==> src/rtl/sl_rx_fifo.sv <==
// SL two-wire word receiver: synchroniser + glitch filter, bit decoder with
// length/odd-parity checks and timeouts, feeding a first-word-fall-through FIFO.
module sl_rx_fifo #(
    parameter int DATA_W     = 32,
    parameter int FIFO_DEPTH = 4,
    parameter int FILT_LEN   = 4,
    parameter int STROB_POS  = 3,
    parameter int BIT_TMO    = 32,
    parameter int GAP_TMO    = 64
) (
    input  logic                              clk,
    input  logic                              rst_n,
    input  logic                              sl_zeroes_a,
    input  logic                              sl_ones_a,
    input  logic [5:0]                        cfg_len,
    input  logic                              cfg_par_en,
    input  logic                              cfg_wr,
    input  logic                              rd_en,
    output logic [DATA_W-1:0]                 rd_data,
    output logic                              rd_valid,
    output logic [$clog2(FIFO_DEPTH+1)-1:0]   fifo_cnt,
    output logic                              busy,
    output logic [3:0]                        err_flags,
    input  logic [3:0]                        err_clr,
    output logic                              irq
);
    localparam int CNT_W = $clog2(FIFO_DEPTH + 1);
    localparam int PTR_W = $clog2(FIFO_DEPTH);
    localparam int FW    = $clog2(FILT_LEN + 1);
    localparam int TW    = 16;
    localparam logic [5:0] RST_LEN = (DATA_W < 32) ? 6'(DATA_W) : 6'd32;

    typedef enum logic [1:0] {IDLE, STROBE, WAIT_END, ABORT} state_t;

    logic z_s1_q, z_s2_q, o_s1_q, o_s2_q;
    logic z_filt_q, z_filt_d, o_filt_q, o_filt_d, z_prev_q, o_prev_q;
    logic [FW-1:0] z_fcnt_q, z_fcnt_d, o_fcnt_q, o_fcnt_d;
    state_t state_q, state_d;
    logic [TW-1:0] cyc_q, cyc_d, gap_q, gap_d;
    logic [DATA_W-1:0] shift_q, shift_d;
    logic [5:0] bcnt_q, bcnt_d;
    logic par_q, par_d;
    logic [5:0] len_q, len_d, pend_len_q, pend_len_d;
    logic cfg_par_q, cfg_par_d, pend_par_q, pend_par_d, pend_q, pend_d;
    logic [3:0] err_q, err_d, err_set;
    logic [PTR_W-1:0] wr_ptr_q, wr_ptr_d, rd_ptr_q, rd_ptr_d;
    logic [CNT_W-1:0] fcnt_q, fcnt_d;
    logic [DATA_W-1:0] mem_q [FIFO_DEPTH];
    logic push, pop, wr_en, full, start, cfg_ok, bit_val;
    logic [6:0] exp_cnt;

    // A level change is accepted only after FILT_LEN consecutive new samples.
    always_comb begin
        z_filt_d = z_filt_q;
        z_fcnt_d = '0;
        if (z_s2_q != z_filt_q) begin
            if (z_fcnt_q == FW'(FILT_LEN - 1)) z_filt_d = z_s2_q;
            else z_fcnt_d = z_fcnt_q + 1'b1;
        end
        o_filt_d = o_filt_q;
        o_fcnt_d = '0;
        if (o_s2_q != o_filt_q) begin
            if (o_fcnt_q == FW'(FILT_LEN - 1)) o_filt_d = o_s2_q;
            else o_fcnt_d = o_fcnt_q + 1'b1;
        end
    end

    assign busy    = (bcnt_q != 6'd0) || (state_q != IDLE);
    assign start   = (z_prev_q & ~z_filt_q) | (o_prev_q & ~o_filt_q);
    assign exp_cnt = {1'b0, len_q} + {6'd0, cfg_par_q};
    assign bit_val = ~o_filt_q;
    assign full    = (fcnt_q == CNT_W'(FIFO_DEPTH));
    assign pop     = rd_en && (fcnt_q != '0);

    always_comb begin
        state_d = state_q;
        cyc_d   = cyc_q;
        gap_d   = '0;
        shift_d = shift_q;
        bcnt_d  = bcnt_q;
        par_d   = par_q;
        push    = 1'b0;
        err_set = 4'b0000;
        case (state_q)
            IDLE: begin
                if (start) begin
                    state_d = STROBE;
                    cyc_d   = '0;
                end else if (bcnt_q != 6'd0) begin
                    if (gap_q >= TW'(GAP_TMO)) begin
                        err_set[0] = 1'b1;
                        state_d    = ABORT;
                    end else begin
                        gap_d = gap_q + 1'b1;
                    end
                end
            end
            STROBE: begin
                cyc_d = cyc_q + 1'b1;
                if (cyc_q == TW'(STROB_POS)) begin
                    state_d = WAIT_END;
                    if (o_filt_q ^ z_filt_q) begin
                        // The parity bit lands at index len and is never stored.
                        if (bit_val && ({1'b0, bcnt_q} < {1'b0, len_q}))
                            shift_d = shift_q | (DATA_W'(1) << bcnt_q);
                        par_d = par_q ^ bit_val;
                        if (bcnt_q != 6'd63) bcnt_d = bcnt_q + 1'b1;
                    end else if (!o_filt_q && !z_filt_q) begin
                        if (bcnt_q == 6'd0) begin
                            state_d = WAIT_END;
                        end else if ({1'b0, bcnt_q} != exp_cnt) begin
                            err_set[0] = 1'b1;
                            state_d    = ABORT;
                        end else if (cfg_par_q && !par_q) begin
                            err_set[1] = 1'b1;
                            state_d    = ABORT;
                        end else begin
                            push    = 1'b1;
                            shift_d = '0;
                            bcnt_d  = '0;
                            par_d   = 1'b0;
                        end
                    end else begin
                        err_set[2] = 1'b1;
                        state_d    = ABORT;
                    end
                end
            end
            WAIT_END: begin
                cyc_d = cyc_q + 1'b1;
                if (o_filt_q && z_filt_q) begin
                    state_d = IDLE;
                end else if (cyc_q >= TW'(BIT_TMO)) begin
                    err_set[2] = 1'b1;
                    state_d    = ABORT;
                end
            end
            default: begin
                shift_d = '0;
                bcnt_d  = '0;
                par_d   = 1'b0;
                state_d = IDLE;
            end
        endcase
        wr_en      = push && (!full || pop);
        err_set[3] = push && full && !pop;
    end

    always_comb begin
        wr_ptr_d = wr_ptr_q;
        rd_ptr_d = rd_ptr_q;
        fcnt_d   = fcnt_q;
        if (wr_en) wr_ptr_d = wr_ptr_q + 1'b1;
        if (pop) rd_ptr_d = rd_ptr_q + 1'b1;
        if (wr_en && !pop) fcnt_d = fcnt_q + 1'b1;
        else if (!wr_en && pop) fcnt_d = fcnt_q - 1'b1;
        err_d = (err_q & ~err_clr) | err_set;
    end

    // Config changes never land mid-word; the latest valid write wins.
    always_comb begin
        cfg_ok     = (cfg_len != 6'd0) && ({1'b0, cfg_len} <= 7'(DATA_W));
        len_d      = len_q;
        cfg_par_d  = cfg_par_q;
        pend_d     = pend_q;
        pend_len_d = pend_len_q;
        pend_par_d = pend_par_q;
        if (cfg_wr && cfg_ok) begin
            if (busy) begin
                pend_d     = 1'b1;
                pend_len_d = cfg_len;
                pend_par_d = cfg_par_en;
            end else begin
                pend_d    = 1'b0;
                len_d     = cfg_len;
                cfg_par_d = cfg_par_en;
            end
        end else if (pend_q && !busy) begin
            pend_d    = 1'b0;
            len_d     = pend_len_q;
            cfg_par_d = pend_par_q;
        end
    end

    always_ff @(posedge clk or negedge rst_n) begin
        if (!rst_n) begin
            z_s1_q <= 1'b1; z_s2_q <= 1'b1; o_s1_q <= 1'b1; o_s2_q <= 1'b1;
            z_filt_q <= 1'b1; o_filt_q <= 1'b1; z_prev_q <= 1'b1; o_prev_q <= 1'b1;
            z_fcnt_q <= '0; o_fcnt_q <= '0;
            state_q <= IDLE; cyc_q <= '0; gap_q <= '0;
            shift_q <= '0; bcnt_q <= '0; par_q <= 1'b0;
            len_q <= RST_LEN; cfg_par_q <= 1'b1;
            pend_q <= 1'b0; pend_len_q <= RST_LEN; pend_par_q <= 1'b1;
            err_q <= '0; wr_ptr_q <= '0; rd_ptr_q <= '0; fcnt_q <= '0;
        end else begin
            z_s1_q <= sl_zeroes_a; z_s2_q <= z_s1_q;
            o_s1_q <= sl_ones_a;   o_s2_q <= o_s1_q;
            z_filt_q <= z_filt_d; o_filt_q <= o_filt_d;
            z_prev_q <= z_filt_q; o_prev_q <= o_filt_q;
            z_fcnt_q <= z_fcnt_d; o_fcnt_q <= o_fcnt_d;
            state_q <= state_d; cyc_q <= cyc_d; gap_q <= gap_d;
            shift_q <= shift_d; bcnt_q <= bcnt_d; par_q <= par_d;
            len_q <= len_d; cfg_par_q <= cfg_par_d;
            pend_q <= pend_d; pend_len_q <= pend_len_d; pend_par_q <= pend_par_d;
            err_q <= err_d; wr_ptr_q <= wr_ptr_d; rd_ptr_q <= rd_ptr_d; fcnt_q <= fcnt_d;
        end
    end

    always_ff @(posedge clk) begin
        if (wr_en) mem_q[wr_ptr_q] <= shift_q;
    end

    assign rd_valid  = (fcnt_q != '0);
    assign rd_data   = rd_valid ? mem_q[rd_ptr_q] : '0;
    assign fifo_cnt  = fcnt_q;
    assign err_flags = err_q;
    assign irq       = rd_valid | (|err_q);
endmodule
==> config.mk <==
export PLATFORM = sky130hd
export DESIGN_NAME = sl_rx_fifo
export DESIGN_NICKNAME = d
export VERILOG_FILES = /design/src/rtl/sl_rx_fifo.sv
export SDC_FILE = /design/constraint.sdc
export NUM_CORES = 1
export LEC_CHECK = 0
export CORE_MARGIN = 2
export CORE_UTILIZATION = 38
export CTS_BUF_LIST = sky130_fd_sc_hd__clkbuf_4
export CTS_CLUSTER_DIAMETER = 100
export DETAILED_ROUTE_END_ITERATION = 6
export PLACE_DENSITY_LB_ADDON = 0.15
export SYNTH_ARGS = -nofsm -noshare
export SYNTH_HDL_FRONTEND = slang
export SYNTH_SLANG_ARGS = --single-unit
==> constraint.sdc <==
create_clock -name clk -period 5.5 [get_ports clk]
set_clock_uncertainty 0.1 [all_clocks]
set_input_delay 0.825 -clock clk [delete_from_list [all_inputs] [get_ports clk]]
set_output_delay 0.825 -clock clk [all_outputs]
set_load 0.03 [all_outputs]
* Word level (Yosys, flattened, before mapping)
Memories as Yosys holds them, arrays and structs flattened.
Index checks and enable logic that the tools add are counted.
** Cells by class
- Add/sub/neg operators :: 10
- Order comparisons :: 4
- Equal/unequal tests :: 22
- Shift-type cells :: 1
- Mux-type cells :: 82
- Bitwise gates (word level) :: 13
- Reduce and logical (&&, ||, !) cells :: 43
** Operators by type and width (count)
- two-way mux 32 bit :: 8
- two-way mux 16 bit :: 5
- case mux 32 bit (2 select lines) :: 1
- two-way mux 6 bit :: 10
- two-way mux 1 bit :: 36
- adder 16 x 1 -> 16 bit, second input constant :: 2
- OR 32 bit :: 1
- case mux 16 bit (2 select lines) :: 1
- << shifter 1 x 6 -> 32 bit, first input constant :: 1
- != test 3 bit, second input constant :: 9
- two-way mux 3 bit :: 8
- equality test 16 x 2 -> 1 bit, second input constant :: 1
- >= comparator 16 x 6 -> 1 bit, second input constant :: 1
- >= comparator 16 x 7 -> 1 bit, second input constant :: 1
- two-way mux 2 bit :: 8
- AND reduction 7 bit :: 2
- logical AND 1 bit :: 13
- case mux 6 bit (2 select lines) :: 1
- nonzero test 6 bit :: 2
- AND reduction 2 bit :: 5
- adder 3 x 1 -> 3 bit, second input constant :: 3
- nonzero test 2 bit :: 4
- adder 6 x 1 -> 7 bit :: 1
- logical NOT 1 bit :: 7
- other kinds (30) :: 44
** Storage, ports and cells
- Flip-flop bits (word level) :: 113
- Memory bits (writable) :: 128
- Output and inout port bits :: 42
- Memories :: 1
** Memory list
- mem_q :: depth 4, width 32, read ports 1, clocked after Yosys merged registers in 0, wr ports 1, line 48 : logic [DATA_W-1:0] mem_q [FIFO_DEPTH];

* Depth between registers and ports, before layout
- Word-level depth :: 14
- Mapped depth :: 14

* Worst setup path before layout
No wires, ideal clock.
- Path type :: register to register
- Start :: register cfg_par_q
- End :: memory mem_q[1][0] (enable)
- Data arrival time :: 3229 ps
- Data required time :: 5008 ps
- Setup slack :: 1779 ps
- Stages on the path, launching flop included :: 10
- Buffers on the path :: 1
- Period minus slack after synthesis :: 3721 ps
- Cell sequence :: dfstp_2 -> ha_1 -> ha_1 -> and4b_1 -> a21oi_1 -> a2111o_1 -> or2_2 -> clkbuf_1 -> nor4b_4 -> and2_1
** On the way
- Cells in the longest elaborated chain, start to end :: 11
- Elaborated cells between the ends (all ways) :: 13
** RTL lines
- start, declared :: line 44 : logic cfg_par_q, cfg_par_d, pend_par_q, pend_par_d, pend_q, pend_d;
- start signal, assigned :: line 203 : len_q <= len_d; cfg_par_q <= cfg_par_d;
- adder 6 x 1 -> 7 bit or logical AND 1 bit (tied branches) :: line 70, 114
- != test 6 x 7 -> 1 bit or two-way mux 1 bit (tied branches) :: line 111, 114
- two-way mux 1 bit * :: line 111 : end else if ({1'b0, bcnt_q} != exp_cnt) begin
- two-way mux 1 bit * :: line 109 : if (bcnt_q == 6'd0) begin
- two-way mux 1 bit * :: line 108 : end else if (!o_filt_q && !z_filt_q) begin
- two-way mux 1 bit * :: line 102 : if (o_filt_q ^ z_filt_q) begin
- two-way mux 1 bit * :: line 100 : if (cyc_q == TW'(STROB_POS)) begin
- two-way mux 1 bit * :: line 84 : case (state_q)
- logical AND 1 bit * :: line 145 : wr_en = push && (!full || pop);
- net wr_en :: line 49 : logic push, pop, wr_en, full, start, cfg_ok, bit_val;
- two-way mux 1 bit * :: line 210 : if (wr_en) mem_q[wr_ptr_q] <= shift_q;
- two-way mux 1 bit (implied by the code) * :: line 210
- end, declared :: line 48
Mark *: on every way through the listed nets, which the timed path passes. The rest lies on a longest branch.

* Worst setup path in the final report
- Start :: register rd_ptr_q[0]
- End :: output port rd_data[4]
** On the way
- Cells in the longest elaborated chain, start to end :: 2
** RTL lines
- start, declared :: line 46 : logic [PTR_W-1:0] wr_ptr_q, wr_ptr_d, rd_ptr_q, rd_ptr_d;
- start signal, assigned :: line 205 : err_q <= err_d; wr_ptr_q <= wr_ptr_d; rd_ptr_q <= rd_ptr_d; fcnt_q <= fcnt_d;
- memory (4 x 32 bit)
- two-way mux 32 bit :: line 214 : assign rd_data = rd_valid ? mem_q[rd_ptr_q] : '0;
- end, declared :: line 19 : output logic [DATA_W-1:0] rd_data,
Every way passes these cells.

==> out/metrics.cfg <==
[status]
outcome = finished clean

[run]
max_cap_violations = 0

[global_route]
gr-total-overflow = 0
grt_pass1_vias = 6926
antenna_found_initial = 1
grt_usage = 0.155
grt_max_degree = 80
grt_pass1_wl_um = 35200

[place]
dp_hpwl_um = 13800
place.port_buffers = 58
dp.cells = 1131
postPlaceCellArea_sq_um = 11400
place_congestion = 0.844

[power]
vdd_drop_max_v = 0.000182
leakage_uw = 0.00473
power_density_nw_per_um2 = 517

[logic_synthesis]
yosys.area.top_type = edfxtp_1
synth_area_leaders = edfxtp_1, dfrtp_1, mux4_2
syn_area_sq_um = 10400
yosys_warnings = 0
ys_types = 66
yosysTopAreaCellShare = 0.369
synth_edf_count = 128
postSynthCellCount = 748
synth_area_per_cell_sq_um = 13.9
ys_ff_latch = 241
synthArstFlopShare = 0.469
synth-main-ff-cell = edfxtp_1
synth-seq-area-share = 0.642

[critical_path]
r2r_start = bcnt_q[2]
rr_endpoint = mem_q[0][4]
critPathLaunchType = flop
critPathKind = flop to output port
crit_fanout = 30
reg2reg_slack_ns = 1.65
worst_setup_path_end_kind = output port
r2r_cells = 6
endpoint = rd_data[4]
worstSetupStartpoint = rd_ptr_q[0]
cp.arrival_ns = 3.27
worstPathRequired_ns = 4.58

[cts]
cts.sinks = 241
cts_htree_levels = 3
clk_pin_slew_ns = 0.06
cts_buffer_depth = 3
clock_latency_ns = 0.66
cts_buffers = 66
hold_buffers = 0
cts_setup_buffers = 0
root_buffer = clkbuf_4
cts_resized = 0
cts_tree = yes

[drt]
drc = 0
wl_um = 21100
post_drt_via_cell_ratio = 5.10
ant_nets = 0
drtIter0Drc = 330
avgRoutedWirePerCell_um = 16.8
vias = 6382
first_pass_iters = 5

[timing]
setup_tns_ns = 0
fmax_ghz = 0.238
period_share = 0.763
slew_headroom = 0.315
hold_violations = 0
rsz0062_at_grt = no
slew_violations = 0
finalSetupViolations = 0
min_period_ns = 4.20
worstMarginPinSlew_ns = 1.03
hold_ws_ns = 0.239

[cells_and_area]
fill_cells = 2414
final_util = 0.457
fin_area_sq_um = 12300
final_cells = 1252
drive_gt1_frac = 0.211
area_growth_pct = 18.1
nets = 907

[die]
fp.dieArea_sq_um = 28800
initial_utilization = 0.387
die_w_um = 170
row_count = 60
pin_count = 59
die_h_um = 170
core_region_area_sq_um = 27000

[hold_path]
hold_class = primary input to async pin

-- critical path: stages, from the launching register on --
cell and delay [ns]:
dfrtp_2 1.03, buf_4 0.31, mux4_2 0.50, and2_1 0.17
clkdlybuf4s50_1 0.59
-- layout by cell type, fill, tap and decap left out, types with 10 or more instances in the layout --
cell and n:
a31oi_1 26, xor2_1 10, nor2b_1 10, a41oi_1 15, clkdlybuf4s50_1 57, edfxtp_1 128
and2_1 38, mux2i_1 10, dfrtp_1 99, xnor2_1 22, nor2_1 87, nand2_1 34
nand3_1 15, clkbuf_4 106, inv_1 27, dfstp_2 12, ha_1 31, mux4_2 32
o21ai_0 13, mux2_2 12
-- routing by layer --
layer	wire, um	track usage
met5	0	0
met4	379	0.0628
met3	1050	0.0380
met2	10700	0.267
met1	8910	0.188
-- cell families after synthesis --
logic type	Yosys count	synth area share
adders and majority gates	32	0.0391
and+or+nand+nor	241	0.119
muxes	55	0.0932
other	1	0.000360
DFF	241	0.642
xor gates and xnor gates	32	0.0269
buffers and inverters	58	0.0216
AOI/OAI and AO/OA	88	0.0582
-- layout make-up --
cell class              count  area (sq um)  share of cell area
diodes                      1          2.50            0.000203
clock buffers             106           796              0.0647
flip-flops and latches    241          6690               0.544
well taps                 341           427              0.0347
clock inverters            14           109             0.00885
multi-input cells         457          3550               0.288
inverters                  27           101             0.00824
repair buffers             65           631              0.0513
-- worst min path at each step --
| stage | startpoint | to | slack, ns | depth (start not counted) |
|---|---|---|---|---|
| after floorplan | o_s1_q | o_s2_q | 0.25 | 0 |
| after global routing | o_s1_q | o_s2_q | 0.26 | 0 |
| after global placement | z_s1_q | z_s2_q | 0.25 | 0 |
| final | rst_n | gap_q[1] | 0.24 | 1 |
| after detailed placement | z_s1_q | z_s2_q | 0.25 | 0 |
| after CTS | rst_n | gap_q[6] | 0.21 | 1 |
-- power breakdown --
group          total [uW]  switching [uW]  internal, uW
Combinational        2360            1320          1040
Sequential           2330             257          2070
Clock                1680             715           966
-- flip-flops by register name, summed over array words and instances (netlist names), 4 cells and up --
name and count:
pend_len_q 6, bcnt_q 6, mem_q 128, len_q 6
gap_q 16, cyc_q 16, err_flags 4, shift_q 32
-- per-stage QoR --
stage,total power (uW),setup slack [ns]
after floorplan,3930,1.78
after CTS,6480,1.14
after global placement,4710,1.71
after detailed placement,4760,1.63
after global routing,6780,1.03
final,6360,1.30
-- synthesized netlist by cell type (12+ instances only) --
| cell | n |
|---|---|
| clkbuf_1 | 22 |
| a31oi_1 | 26 |
| ha_1 | 31 |
| and2_1 | 38 |
| o21ai_0 | 13 |
| nand3_1 | 15 |
| a41oi_1 | 15 |
| nand2_1 | 34 |
| mux4_2 | 32 |
| mux2_2 | 12 |
| nor2_1 | 88 |
| xnor2_1 | 22 |
| dfrtp_1 | 101 |
| dfstp_2 | 12 |
| edfxtp_1 | 128 |
| inv_1 | 27 |
(Power assumes the default switching activity.)
